$ cat src/rtl/fpu_seq.sv
// fpu_seq -- multicycle binary32 add/multiply unit for the execute stage.
//
// An operation is launched by a Start pulse while the unit is idle or in its
// Done cycle. Operands and the opcode are captured on that edge. Special
// operands are resolved in UNPACK. Adds go through one ALIGN cycle.
// Multiplies run a MUL_STEPS-long shift-add loop. A shared NORM cycle then
// normalises, truncates and clamps the result.
//
// Ports:
//   clk     rising-edge clock
//   reset   asynchronous active-high reset
//   Start   launch request (ignored while Busy)
//   FpOp    0 = add, 1 = multiply (captured with Start)
//   SrcA    binary32 operand A (captured with Start)
//   SrcB    binary32 operand B (captured with Start)
//   Busy    operation in flight (UNPACK .. NORM)
//   Done    one-cycle completion pulse
//   Result  registered binary32 result
//   Flags   registered {N, Z, C, V}
module fpu_seq #(
    parameter int MUL_STEPS = 24
) (
    input  logic        clk,
    input  logic        reset,
    input  logic        Start,
    input  logic        FpOp,
    input  logic [31:0] SrcA,
    input  logic [31:0] SrcB,
    output logic        Busy,
    output logic        Done,
    output logic [31:0] Result,
    output logic [3:0]  Flags
);
    localparam int          CW   = (MUL_STEPS > 1) ? $clog2(MUL_STEPS) : 1;
    localparam logic [31:0] QNAN = 32'h7FC00000;

    typedef enum logic [2:0] {IDLE, UNPACK, ALIGN, MULSTEP, NORM, DONE} state_t;
    state_t state_q, state_d;

    logic [31:0]       a_q, a_d, b_q, b_d;
    logic              op_q, op_d;
    logic              sign_q, sign_d;
    logic              sub_q, sub_d;
    logic signed [9:0] exp_q, exp_d;
    logic [23:0]       mbig_q, mbig_d, msml_q, msml_d;
    logic [7:0]        shamt_q, shamt_d;
    logic [47:0]       val_q, val_d;
    logic [CW-1:0]     cnt_q, cnt_d;
    logic [31:0]       result_q, result_d;
    logic [3:0]        flags_q, flags_d;

    // Operand fields; exponent 0 is treated as zero (denormals flushed).
    logic        sa, sb;
    logic [7:0]  ea, eb;
    logic [23:0] ma, mb;
    logic        a_nan, b_nan, a_inf, b_inf, a_zero, b_zero;

    assign sa     = a_q[31];
    assign sb     = b_q[31];
    assign ea     = a_q[30:23];
    assign eb     = b_q[30:23];
    assign ma     = {1'b1, a_q[22:0]};
    assign mb     = {1'b1, b_q[22:0]};
    assign a_nan  = (ea == 8'hFF) && (a_q[22:0] != 23'd0);
    assign b_nan  = (eb == 8'hFF) && (b_q[22:0] != 23'd0);
    assign a_inf  = (ea == 8'hFF) && (a_q[22:0] == 23'd0);
    assign b_inf  = (eb == 8'hFF) && (b_q[22:0] == 23'd0);
    assign a_zero = (ea == 8'h00);
    assign b_zero = (eb == 8'h00);

    // Special-case resolution (NaN, Inf, zero operands, exact cancellation).
    logic        spec_hit, spec_nan;
    logic [31:0] spec_res;
    logic [3:0]  spec_flags;

    always_comb begin
        spec_hit = 1'b1;
        spec_res = QNAN;
        if (a_nan || b_nan) begin
            spec_res = QNAN;
        end else if (!op_q) begin
            if (a_inf && b_inf)           spec_res = (sa == sb) ? {sa, 8'hFF, 23'd0} : QNAN;
            else if (a_inf)               spec_res = {sa, 8'hFF, 23'd0};
            else if (b_inf)               spec_res = {sb, 8'hFF, 23'd0};
            else if (a_zero && b_zero)    spec_res = {sa & sb, 31'd0};
            else if (a_zero)              spec_res = b_q;
            else if (b_zero)              spec_res = a_q;
            else if ((sa != sb) && (a_q[30:0] == b_q[30:0])) spec_res = 32'd0;
            else                          spec_hit = 1'b0;
        end else begin
            if (a_inf || b_inf)           spec_res = (a_zero || b_zero) ? QNAN : {sa ^ sb, 8'hFF, 23'd0};
            else if (a_zero || b_zero)    spec_res = {sa ^ sb, 31'd0};
            else                          spec_hit = 1'b0;
        end
        spec_nan   = (spec_res == QNAN);
        spec_flags = {~spec_nan & spec_res[31], spec_res[30:0] == 31'd0, 1'b0, spec_nan};
    end

    // Datapath helpers.
    logic        a_ge_b;
    logic [23:0] shifted;
    logic [24:0] sum25;
    logic [24:0] step_sum;
    logic [5:0]  lead;
    logic signed [9:0] exp_n;
    logic [22:0] frac_n;
    logic [31:0] norm_res;
    logic [3:0]  norm_flags;

    assign a_ge_b   = (a_q[30:0] >= b_q[30:0]);
    assign shifted  = (shamt_q >= 8'd26) ? 24'd0 : (msml_q >> shamt_q);
    assign sum25    = sub_q ? ({1'b0, mbig_q} - {1'b0, shifted})
                            : ({1'b0, mbig_q} + {1'b0, shifted});
    // Right-shifting multiplier: low half holds the remaining multiplier bits.
    assign step_sum = {1'b0, val_q[47:24]} + (val_q[0] ? {1'b0, mbig_q} : 25'd0);

    // val_q is scaled so bit 46 is the units bit for both add and multiply.
    always_comb begin
        lead = 6'd0;
        for (int i = 0; i < 48; i++) begin
            if (val_q[i]) lead = 6'(i);
        end
        exp_n  = exp_q + $signed({4'd0, lead}) - 10'sd46;
        frac_n = 23'((val_q << (6'd47 - lead)) >> 24);
        if (val_q == 48'd0) begin
            norm_res   = 32'd0;
            norm_flags = 4'b0100;
        end else if (exp_n >= 10'sd255) begin
            norm_res   = {sign_q, 8'hFF, 23'd0};
            norm_flags = {sign_q, 3'b001};
        end else if (exp_n <= 10'sd0) begin
            norm_res   = {sign_q, 31'd0};
            norm_flags = {sign_q, 3'b100};
        end else begin
            norm_res   = {sign_q, exp_n[7:0], frac_n};
            norm_flags = {sign_q, 3'b000};
        end
    end

    // Next-state and register updates.
    always_comb begin
        state_d  = state_q;
        a_d      = a_q;
        b_d      = b_q;
        op_d     = op_q;
        sign_d   = sign_q;
        sub_d    = sub_q;
        exp_d    = exp_q;
        mbig_d   = mbig_q;
        msml_d   = msml_q;
        shamt_d  = shamt_q;
        val_d    = val_q;
        cnt_d    = cnt_q;
        result_d = result_q;
        flags_d  = flags_q;

        case (state_q)
            IDLE, DONE: begin
                state_d = IDLE;
                if (Start) begin
                    a_d     = SrcA;
                    b_d     = SrcB;
                    op_d    = FpOp;
                    state_d = UNPACK;
                end
            end
            UNPACK: begin
                if (spec_hit) begin
                    result_d = spec_res;
                    flags_d  = spec_flags;
                    state_d  = DONE;
                end else if (!op_q) begin
                    sign_d  = a_ge_b ? sa : sb;
                    sub_d   = sa ^ sb;
                    exp_d   = $signed({2'b00, a_ge_b ? ea : eb});
                    mbig_d  = a_ge_b ? ma : mb;
                    msml_d  = a_ge_b ? mb : ma;
                    shamt_d = a_ge_b ? (ea - eb) : (eb - ea);
                    state_d = ALIGN;
                end else begin
                    sign_d  = sa ^ sb;
                    exp_d   = $signed({2'b00, ea}) + $signed({2'b00, eb}) - 10'sd127;
                    mbig_d  = ma;
                    val_d   = {24'd0, mb};
                    cnt_d   = '0;
                    state_d = MULSTEP;
                end
            end
            ALIGN: begin
                val_d   = {sum25, 23'd0};
                state_d = NORM;
            end
            MULSTEP: begin
                val_d = {step_sum, val_q[23:1]};
                cnt_d = cnt_q + 1'b1;
                if (cnt_q == CW'(MUL_STEPS - 1)) state_d = NORM;
            end
            NORM: begin
                result_d = norm_res;
                flags_d  = norm_flags;
                state_d  = DONE;
            end
            default: state_d = IDLE;
        endcase
    end

    always_ff @(posedge clk or posedge reset) begin
        if (reset) begin
            state_q  <= IDLE;
            a_q      <= '0;
            b_q      <= '0;
            op_q     <= 1'b0;
            sign_q   <= 1'b0;
            sub_q    <= 1'b0;
            exp_q    <= '0;
            mbig_q   <= '0;
            msml_q   <= '0;
            shamt_q  <= '0;
            val_q    <= '0;
            cnt_q    <= '0;
            result_q <= '0;
            flags_q  <= '0;
        end else begin
            state_q  <= state_d;
            a_q      <= a_d;
            b_q      <= b_d;
            op_q     <= op_d;
            sign_q   <= sign_d;
            sub_q    <= sub_d;
            exp_q    <= exp_d;
            mbig_q   <= mbig_d;
            msml_q   <= msml_d;
            shamt_q  <= shamt_d;
            val_q    <= val_d;
            cnt_q    <= cnt_d;
            result_q <= result_d;
            flags_q  <= flags_d;
        end
    end

    assign Busy   = (state_q == UNPACK) || (state_q == ALIGN) ||
                    (state_q == MULSTEP) || (state_q == NORM);
    assign Done   = (state_q == DONE);
    assign Result = result_q;
    assign Flags  = flags_q;
endmodule

$ cat config.mk
export PLATFORM = sky130hd
export DESIGN_NAME = fpu_seq
export DESIGN_NICKNAME = d
export VERILOG_FILES = /design/src/rtl/fpu_seq.sv
export SDC_FILE = /design/constraint.sdc
export NUM_CORES = 1
export LEC_CHECK = 0
export CAP_MARGIN = 0
export CORE_UTILIZATION = 50
export DETAILED_ROUTE_END_ITERATION = 8
export PLACE_DENSITY_LB_ADDON = 0.12
export SLEW_MARGIN = 20
export SYNTH_ARGS = -nofsm -noshare
export SYNTH_HDL_FRONTEND = slang
export SYNTH_SLANG_ARGS = --single-unit
$ cat constraint.sdc
create_clock -name clk -period 8.3 [get_ports clk]
set_input_delay 1.66 -clock clk [delete_from_list [all_inputs] [get_ports clk]]
set_output_delay 1.66 -clock clk [all_outputs]
set_load 0.02 [all_outputs]
== Yosys cells after proc, flatten, opt, wreduce, memory -nomap -nowiden ==
Index checks and enable logic that the tools add are counted.
Widths: inputs -> output; s select.

* Output and inout bits: 38
* Input port bits: 68
* Bits in registers: 225

* Magnitude comparators: 4
* Mux-type cells: 103
* Bitwise operators: 6
* Add/sub/neg operators: 11
* Reductions and logical operators: 32
* Shift-type cells: 2
* Equality and inequality tests: 16

{| class="wikitable"
|+ Operators by type and width
! kind !! number
|-
| $mux 32 || 14
|-
| $mux 6 || 46
|-
| $pmux 48 s3 || 1
|-
| $mux 48 || 2
|-
| $mux 31 || 3
|-
| $mux 23 || 3
|-
| $pmux 32 s2 || 1
|-
| $add 24x24->25 || 2
|-
| $logic_not 48->1 || 1
|-
| $mux 24 || 2
|-
| $shl 48x6->47 || 1
|-
| $logic_not 23->1 || 2
|-
| $reduce_bool 23->1 || 2
|-
| $eq 32x31->1 const B || 1
|-
| $eq 31x31->1 || 1
|-
| $ge 31x31->1 || 1
|-
| $logic_not 31->1 || 1
|-
| $mux 25 || 1
|-
| $sub 24x24->25 || 1
|-
| $shr 24x8->24 || 1
|-
| $eq 8x8->1 const B || 2
|-
| $logic_not 8->1 || 2
|-
| $mux 1 || 16
|-
| $mux 8 || 2
|-
| other kinds (35) || 65
|}

== Longest topological paths before layout ==
Gate-level depths: netlist (run 1).

* Depth after elaboration: 54
* Mapped depth: 25
* Depth with buffers taken out: 22

== Worst setup path after synthesis (run 1) ==
Ideal clock, no wire load.

* Path kind: reg-to-reg
* Start point: register val_q[8]
* End point: register result_q[9], in the netlist Result[9]
* Stages on the path, launching flop included: 22
* Setup slack: 2595 ps
* Setup time: 99 ps
* Period minus slack after synthesis: 5705 ps
* Arrival time: 5606 ps
* Path through: dfrtp_1 > clkbuf_1 > or4_1 > o211ai_1 > a31o_2 > nand2_1 > inv_2 > buf_2 > buf_2 > clkbuf_1 > ha_1 > fa_1 > a211oi_1 > o21ai_0 > a211oi_1 > o21a_1 > o21ai_0 > or4b_2 > nor2_1 > a211o_1 > o21ai_0 > a311oi_1

* Longest elaborated chain between the ends: 47

{| class="wikitable"
|+ Ends and longest elaborated chain
! item !! RTL line !! RTL
|-
| start, declared || 47 || <nowiki>logic [47:0] val_q, val_d;</nowiki>
|-
| start signal, assigned || 234 || <nowiki>val_q <= val_d;</nowiki>
|-
| $mux 6 (40 in series) || 121 || <nowiki>if (val_q[i]) lead = 6'(i);</nowiki>
|-
| $add 10x7->10 || 123 || <nowiki>exp_n = exp_q + $signed({4'd0, lead}) - 10'sd46;</nowiki>
|-
| $sub 10x7->10 || 123 ||
|-
| $le 10x1->1 || 131 || <nowiki>end else if (exp_n <= 10'sd0) begin</nowiki>
|-
| $mux 31 || 131 ||
|-
| $mux 31 || 128 || <nowiki>end else if (exp_n >= 10'sd255) begin</nowiki>
|-
| $mux 32 * || 125 || <nowiki>if (val_q == 48'd0) begin</nowiki>
|-
| $pmux 32 s2 * || 157 || <nowiki>case (state_q)</nowiki>
|-
| end signal, assigned || 236 || <nowiki>result_q <= result_d;</nowiki>
|-
| end, declared || 49 || <nowiki>logic [31:0] result_q, result_d;</nowiki>
|}

Mark *: on every way between the ends. The rest lies on a longest branch, timed or not.
A chain may end at the register's enable or synchronous reset.

== Final worst setup path (run 1) ==
* Start point: register shamt_q[2]
* End point: register val_q[44]

* Longest elaborated chain between the ends: 5

{| class="wikitable"
|+ Ends and longest elaborated chain
! item !! RTL line !! RTL
|-
| start, declared || 46 || <nowiki>logic [7:0] shamt_q, shamt_d;</nowiki>
|-
| start signal, assigned || 233 || <nowiki>shamt_q <= shamt_d;</nowiki>
|-
| $shr 24x8->24 or $ge 8x5->1 (tied branches) || 111 || <nowiki>assign shifted = (shamt_q >= 8'd26) ? 24'd0 : (msml_q >> shamt_q);</nowiki>
|-
| $mux 24 * || 111 ||
|-
| $add 24x24->25 or $sub 24x24->25 (tied branches) || 113, 112 ||
|-
| $mux 25 * || 112 || <nowiki>assign sum25 = sub_q ? ({1'b0, mbig_q} - {1'b0, shifted})</nowiki>
|-
| $pmux 48 s3 * || 157 ||
|}

Marks and branches as above.

==> impl_metrics.toml, run 1 <==
[die]
fp-row-count = 74
dieWidth_um = 206
core-area_mm2 = 0.0409
fp.dieArea_mm2 = 0.0424
die_h_um = 206
io-pin-count = 106
start_util_pct = 50.8

[synth]
synth-edff-count = 0
syn-cell-area_mm2 = 0.0208
synthTopCellsByArea = "dfrtp_1 27%, ha_1 7.2%, mux2i_1 6.8%, o21ai_0 6.1%, nor2_1 4.4%"
yosysSeqAreaShare_pct = 27.0
syn_avg_cell_area_um2 = 7.94
yosys.area.top_type = "dfrtp_1"
synth_top_area_share_pct = 27.0
syn-instance-count = 2615
synth_nets = 2809
yosysWarnings = 0
ys_types = 92
yosysMostFrequentCell = "o21ai_0"
ys_ff_latch = 224
synth_ff_type = "dfrtp_1"
synth_commonest_cells = "252 x o21ai_0, 242 x nor2_1, 231 x nand2_1, 224 x dfrtp_1, 161 x a21oi_1"
synthArstFlopShare_pct = 100

[timing]
period_share_pct = 79.3
fin_tns_setup_ns = 0
worstMarginPinSlew_ns = 1.19
slew_viol_final = 0
max_clock_freq_mhz = 152
relSlewSlack_pct = 19.7
holdWs_ns = 0.484
period_needed_ns = 6.58
setup_viol = 0
clock_skew_ns = 0.0189
final-hold-violation-count = 0
rsz0062_at_grt = "no"

[critical_path]
endpoint_kind = "flip-flop"
critical_path_arrival_ns = 7.06
max_stage_delay_ns = 0.92
cp_slowest_cell = "o41ai_1"
critPathLaunchType = "flip-flop"
critical_path.cell_chain = "or3_1, o22ai_1, mux2i_1, a211o_1, nand2_1, nand2_1, ha_1, or3b_2, nor2_1, a31oi_1, or2_2, xor2_1, ha_1, a21oi_1, nor2b_1, o21ai_0, nand2b_1, o41ai_1, a21oi_1, xor2_1, a221o_1"
cp.required_ns = 8.77
crit_fanout = 29
crit_type = "reg -> reg"

[grt]
globalRouteTotalUtil_pct = 39.2
antenna_found_initial = 0
overflow = 0
grt_start_max_net_pins = 130
grt_pass1_vias = 20187
grt_pass1_wl_um = 126000

[finish]
area_growth_pct = 10.5
antenna_cells = 0
drive_above_1_share_pct = 6.98
finalNetCount = 2792

[detailed_routing]
detail_route.wl_per_cell_um = 26.4
drtIter0Drc = 2968
vias = 21659
drc = 0
viasPerCell = 6.87
ant_nets = 0
first_pass_iters = 7
drt_wl_total_um = 83100

[clocking]
cts_buffer_depth = 3
clockRootBuffer = "clkbuf_16"
clock-sinks = 224
path_clk_slew_ns = 0.06
tritoncts = "built"
cts_resized = 0
postCtsSetupRepairBufs = 0
htreeDepth = 1
clkLatencyLatePin_ns = 0.60
ctsHoldBuffers = 0
numCtsBuffers = 28

[job]
maxCapViolations = 0

[worst_hold_path]
hold_path_class = "reg -> reg"

[run_status]
status = "completed"

[place]
numPortBuffers = 104
gp_congestion = 1.05
place_hpwl_um = 60900
final cells by class:
cell class              instances  area, um^2
clock inverters                16         141
inverters                     115         439
fillers                      3841       18000
repair buffers                141        1320
well taps                     532         666
multi-input cells            2088       14000
clock buffers                  36         761
flip-flops and latches        224        5610
critical path: cells and delay by family (launching register included):
kind	cells	cell delay, ns
fa+ha+maj	2	0.54
xor+xnor	2	0.35
compound gates	8	2.35
mux	1	0.46
simple gates	8	2.13
flops	1	0.63
flip-flops by register name (all words and copies together) (netlist names):
signal   count
val_q       48
shamt_q      8
state_q      3
Result      32
cnt_q        5
op_q         1
sub_q        1
Flags        3
b_q         32
mbig_q      24
msml_q      24
a_q         32
exp_q       10
sign_q       1
kinds of logic after synthesis:
logic type	synth area share (%)
AO/OA/AOI/OAI	27.4
AND/OR/NAND/NOR	18.7
buffers and inverters	5.80
flip-flops	27.0
multiplexers	10.4
adder cells (fa/ha/maj)	7.81
XOR/XNOR	2.95
other	0.0181
final timing paths:
check	endpoint	from	slack, ns	depth (start not counted)
worst min register to register	sign_q	sign_q	0.48	2
max in group asynchronous	msml_q[0]	reset	5.22	3
worst max register to register	val_q[44]	shamt_q[2]	1.72	21
worst min-delay path	sign_q	sign_q	0.48	2
min in group asynchronous	msml_q[17]	reset	1.65	2
worst max-delay path	val_q[44]	shamt_q[2]	1.72	21
layout by cell type (no fill, tap or decap), types with 10 or more instances in the layout:
cell type and instances:
o21ai_0 251, nor2_1 238, nand2_1 231, dfrtp_1 224, a21oi_1 160, mux2i_1 141, ha_1 120, inv_1 109
clkdlybuf4s50_1 104, nor3_1 83, mux2_2 49, xnor2_1 44, nand3_1 42, o22ai_1 40, a22oi_1 40, nor4_1 39
a31oi_1 39, and2_1 38, buf_4 37, o211ai_1 36, a221oi_1 30, a211oi_1 29, a21o_1 28, clkbuf_16 28
xor2_1 26, nand2b_1 26, o221ai_1 26, nand4_1 24, nor2b_1 22, or3_1 21, o211a_1 19, o21a_1 17
o31ai_1 13, o21bai_1 12, a211o_1 12, o2bb2ai_1 12, or2_2 11, clkinv_2 10
stage by stage:
step                util, %  instance area, um^2  worst slack (ns)  instances
global placement       53.9                22100              2.04       3100
floorplan                 -                20800             0.506       2615
global route           56.1                23000              1.25       3152
CTS                    56.1                23000              1.88       3152
finish                 56.1                23000              1.72       3152
detailed placement     53.9                22100              1.92       3100
layer usage:
| layer | track usage (%) | routed length (um) | vias to the layer above |
|---|---|---|---|
| li1 | - | - | 9681 |
| met1 | 52.4 | 33400 | 10381 |
| met2 | 60.4 | 36400 | 1342 |
| met3 | 7.71 | 8520 | 255 |
| met4 | 18.8 | 4750 | 0 |
| met5 | 0 | 0 | - |
Power of run 1 is not shown: default switching activity piles up to over one toggle a cycle in this logic, so the estimate is an artifact.
==> run 2, diff against run 1 <==
==> constraint.sdc (replaced) <==
create_clock -name clk -period 6.2 [get_ports clk]
set_input_delay 1.24 -clock clk [delete_from_list [all_inputs] [get_ports clk]]
set_output_delay 1.24 -clock clk [all_outputs]
set_load 0.02 [all_outputs]
==> run 2 against run 1 <==
Cell count rose by 0.89%. Maximum frequency rose by 14%. Die area did not move. Sequential share of layout area fell by 0.30 points. Routed wire length fell by 1.3%. Non-clock buffer count rose by 29. Sequential cell count did not move. Hold slack improved by 0.016 ns. Clock skew fell by 0.0064 ns. Design area rose by 1.2%. Largest cell class unchanged. Highest routed layer is now met5.
==> impl_metrics.toml, run 2 (synthesis gave the netlist of run 1 again) <==
[run_status]
status = "completed"

[finish]
regArea_mm2 = 0.00561
fill_cells = 3853
finalNetCount = 2820
drive_above_1_share_pct = 7.97
largest_register_ffs = 48
layout_common_cells = "251 x o21ai_0, 238 x nor2_1, 231 x nand2_1, 224 x dfrtp_1, 160 x a21oi_1"
area_growth_pct = 11.9
multiInputGateArea_mm2 = 0.0140
final_common_cell = "o21ai_0"
regMostFlops = "val_q"

[critical_path]
cp_slowest_cell = "or4b_2"
path_buf_inv = 2
crit_family = "compound AO/OA/AOI/OAI gates"
crit_type = "reg -> reg"
regToRegSetupSlack_ns = 0.42
cp.required_ns = 6.69
endpoint_kind = "flip-flop"
crit_fanout = 8
crit_top_cell = "o21ai_0"
critPathLaunchType = "flip-flop"
max_stage_delay_ns = 0.87
critical_path.cell_chain = "nor4_4, o311ai_2, nand2b_1, o21a_1, nor2_2, inv_1, ha_1, inv_1, ha_1, fa_1, a211oi_1, o21ai_0, a211oi_1, o21a_1, o21ai_0, or4b_2, nor2_1, a211o_1, o21ai_0, a311oi_1"
critical_path_arrival_ns = 6.26

[timing]
final-hold-violation-count = 0
clock_skew_ns = 0.0125
setup_viol = 0
period_needed_ns = 5.78
worstMarginPinSlew_ns = 1.06
rsz0062_at_grt = "no"
slew_viol_final = 0
fin_tns_setup_ns = 0
max_clock_freq_mhz = 173
relSlewSlack_pct = 29.1
period_share_pct = 93.2

[detailed_routing]
vias = 21651
detail_route.wl_per_cell_um = 25.8
drc = 0
wl_met2_um = 36000
met1_length_um = 34700
highest_layer = "met5"
drt_wl_total_um = 82000
viasPerCell = 6.81
drtIter0Drc = 2781
first_pass_iters = 6
wl_met3_um = 7310
ant_nets = 0

[grt]
grt_start_max_net_pins = 146
grt_pass1_vias = 20291
globalRouteTotalUtil_pct = 38.3
overflow = 0
antenna_found_initial = 2
grt_pass1_wl_um = 124000

[place]
gp_congestion = 1.04
place_hpwl_um = 61500
numPortBuffers = 104

[clocking]
clockRootBuffer = "clkbuf_16"
clock-sinks = 224
numCtsBuffers = 27
cts_buffer_depth = 3
clkLatencyLatePin_ns = 0.59
path_clk_slew_ns = 0.06
tritoncts = "built"
htreeDepth = 1

[die]
io-pin-count = 106
core-area_mm2 = 0.0409
die_h_um = 206
start_util_pct = 50.8
fp-row-count = 74
fp.dieArea_mm2 = 0.0424
dieWidth_um = 206

[job]
maxCapViolations = 0

[worst_hold_path]
hold_path_class = "reg -> reg"
==> run 2: worst paths after layout <==
| check | startpoint | end | depth (start not counted) |
|---|---|---|---|
| hold reg to reg | sign_q | sign_q | 2 |
| hold / removal | sign_q | sign_q | 2 |
| setup / recovery | val_q[32] | Result[9] | 20 |
| max in group asynchronous | reset | Result[15] | 3 |
| min in group asynchronous | reset | a_q[16] | 2 |
| setup reg to reg | val_q[32] | Result[9] | 20 |
==> run 2: tightest hold or removal path: cells and delay by family (launching register included) <==
family / cells / cell delay (ns)
DFF: 1 / 0.34
and+or+nand+nor: 1 / 0.06
AOI/OAI and AO/OA: 1 / 0.06
==> run 2: metrics by stage <==
stage,util [%],hold WS [ns],cells,worst slack (ns),cell area [um^2]
2_1_floorplan,-,0.450,2615,0.495,20800
3_3_place_gp,54.5,0.474,3129,0.606,22300
3_5_place_dp,54.5,0.479,3129,0.447,22300
4_1_cts,56.7,0.494,3178,0.363,23200
5_1_grt,56.8,0.522,3178,0.0438,23200
6_report,56.8,0.500,3180,0.423,23200
==> run 2: metal layers <==
layer | vias up | global-route usage [%]
met5 | - | 0
met4 | 2 | 16.4
met3 | 219 | 6.07
met2 | 1198 | 58.9
met1 | 10501 | 53.1
li1 | 9731 | -
==> run 2: area by class of cell <==
| cell class | count | share of cell area, % |
|---|---|---|
| Multi-Input combinational cell | 2088 | 60.4 |
| Timing Repair Buffer | 170 | 6.72 |
| Clock buffer | 36 | 3.27 |
| Tap cell | 532 | 2.86 |
| Sequential cell | 224 | 24.1 |
| Inverter | 115 | 1.87 |
| Clock inverter | 13 | 0.721 |
| Antenna cell | 2 | 0.0215 |
==> run 2: repair_timing <==
action / in CTS / in global routing
setup endpoints to repair: 0 / 5
hold buffers: 0 / 0
setup buffers: 0 / 0
resized for setup: 0 / 2
Power of run 2 is left out for the same reason.
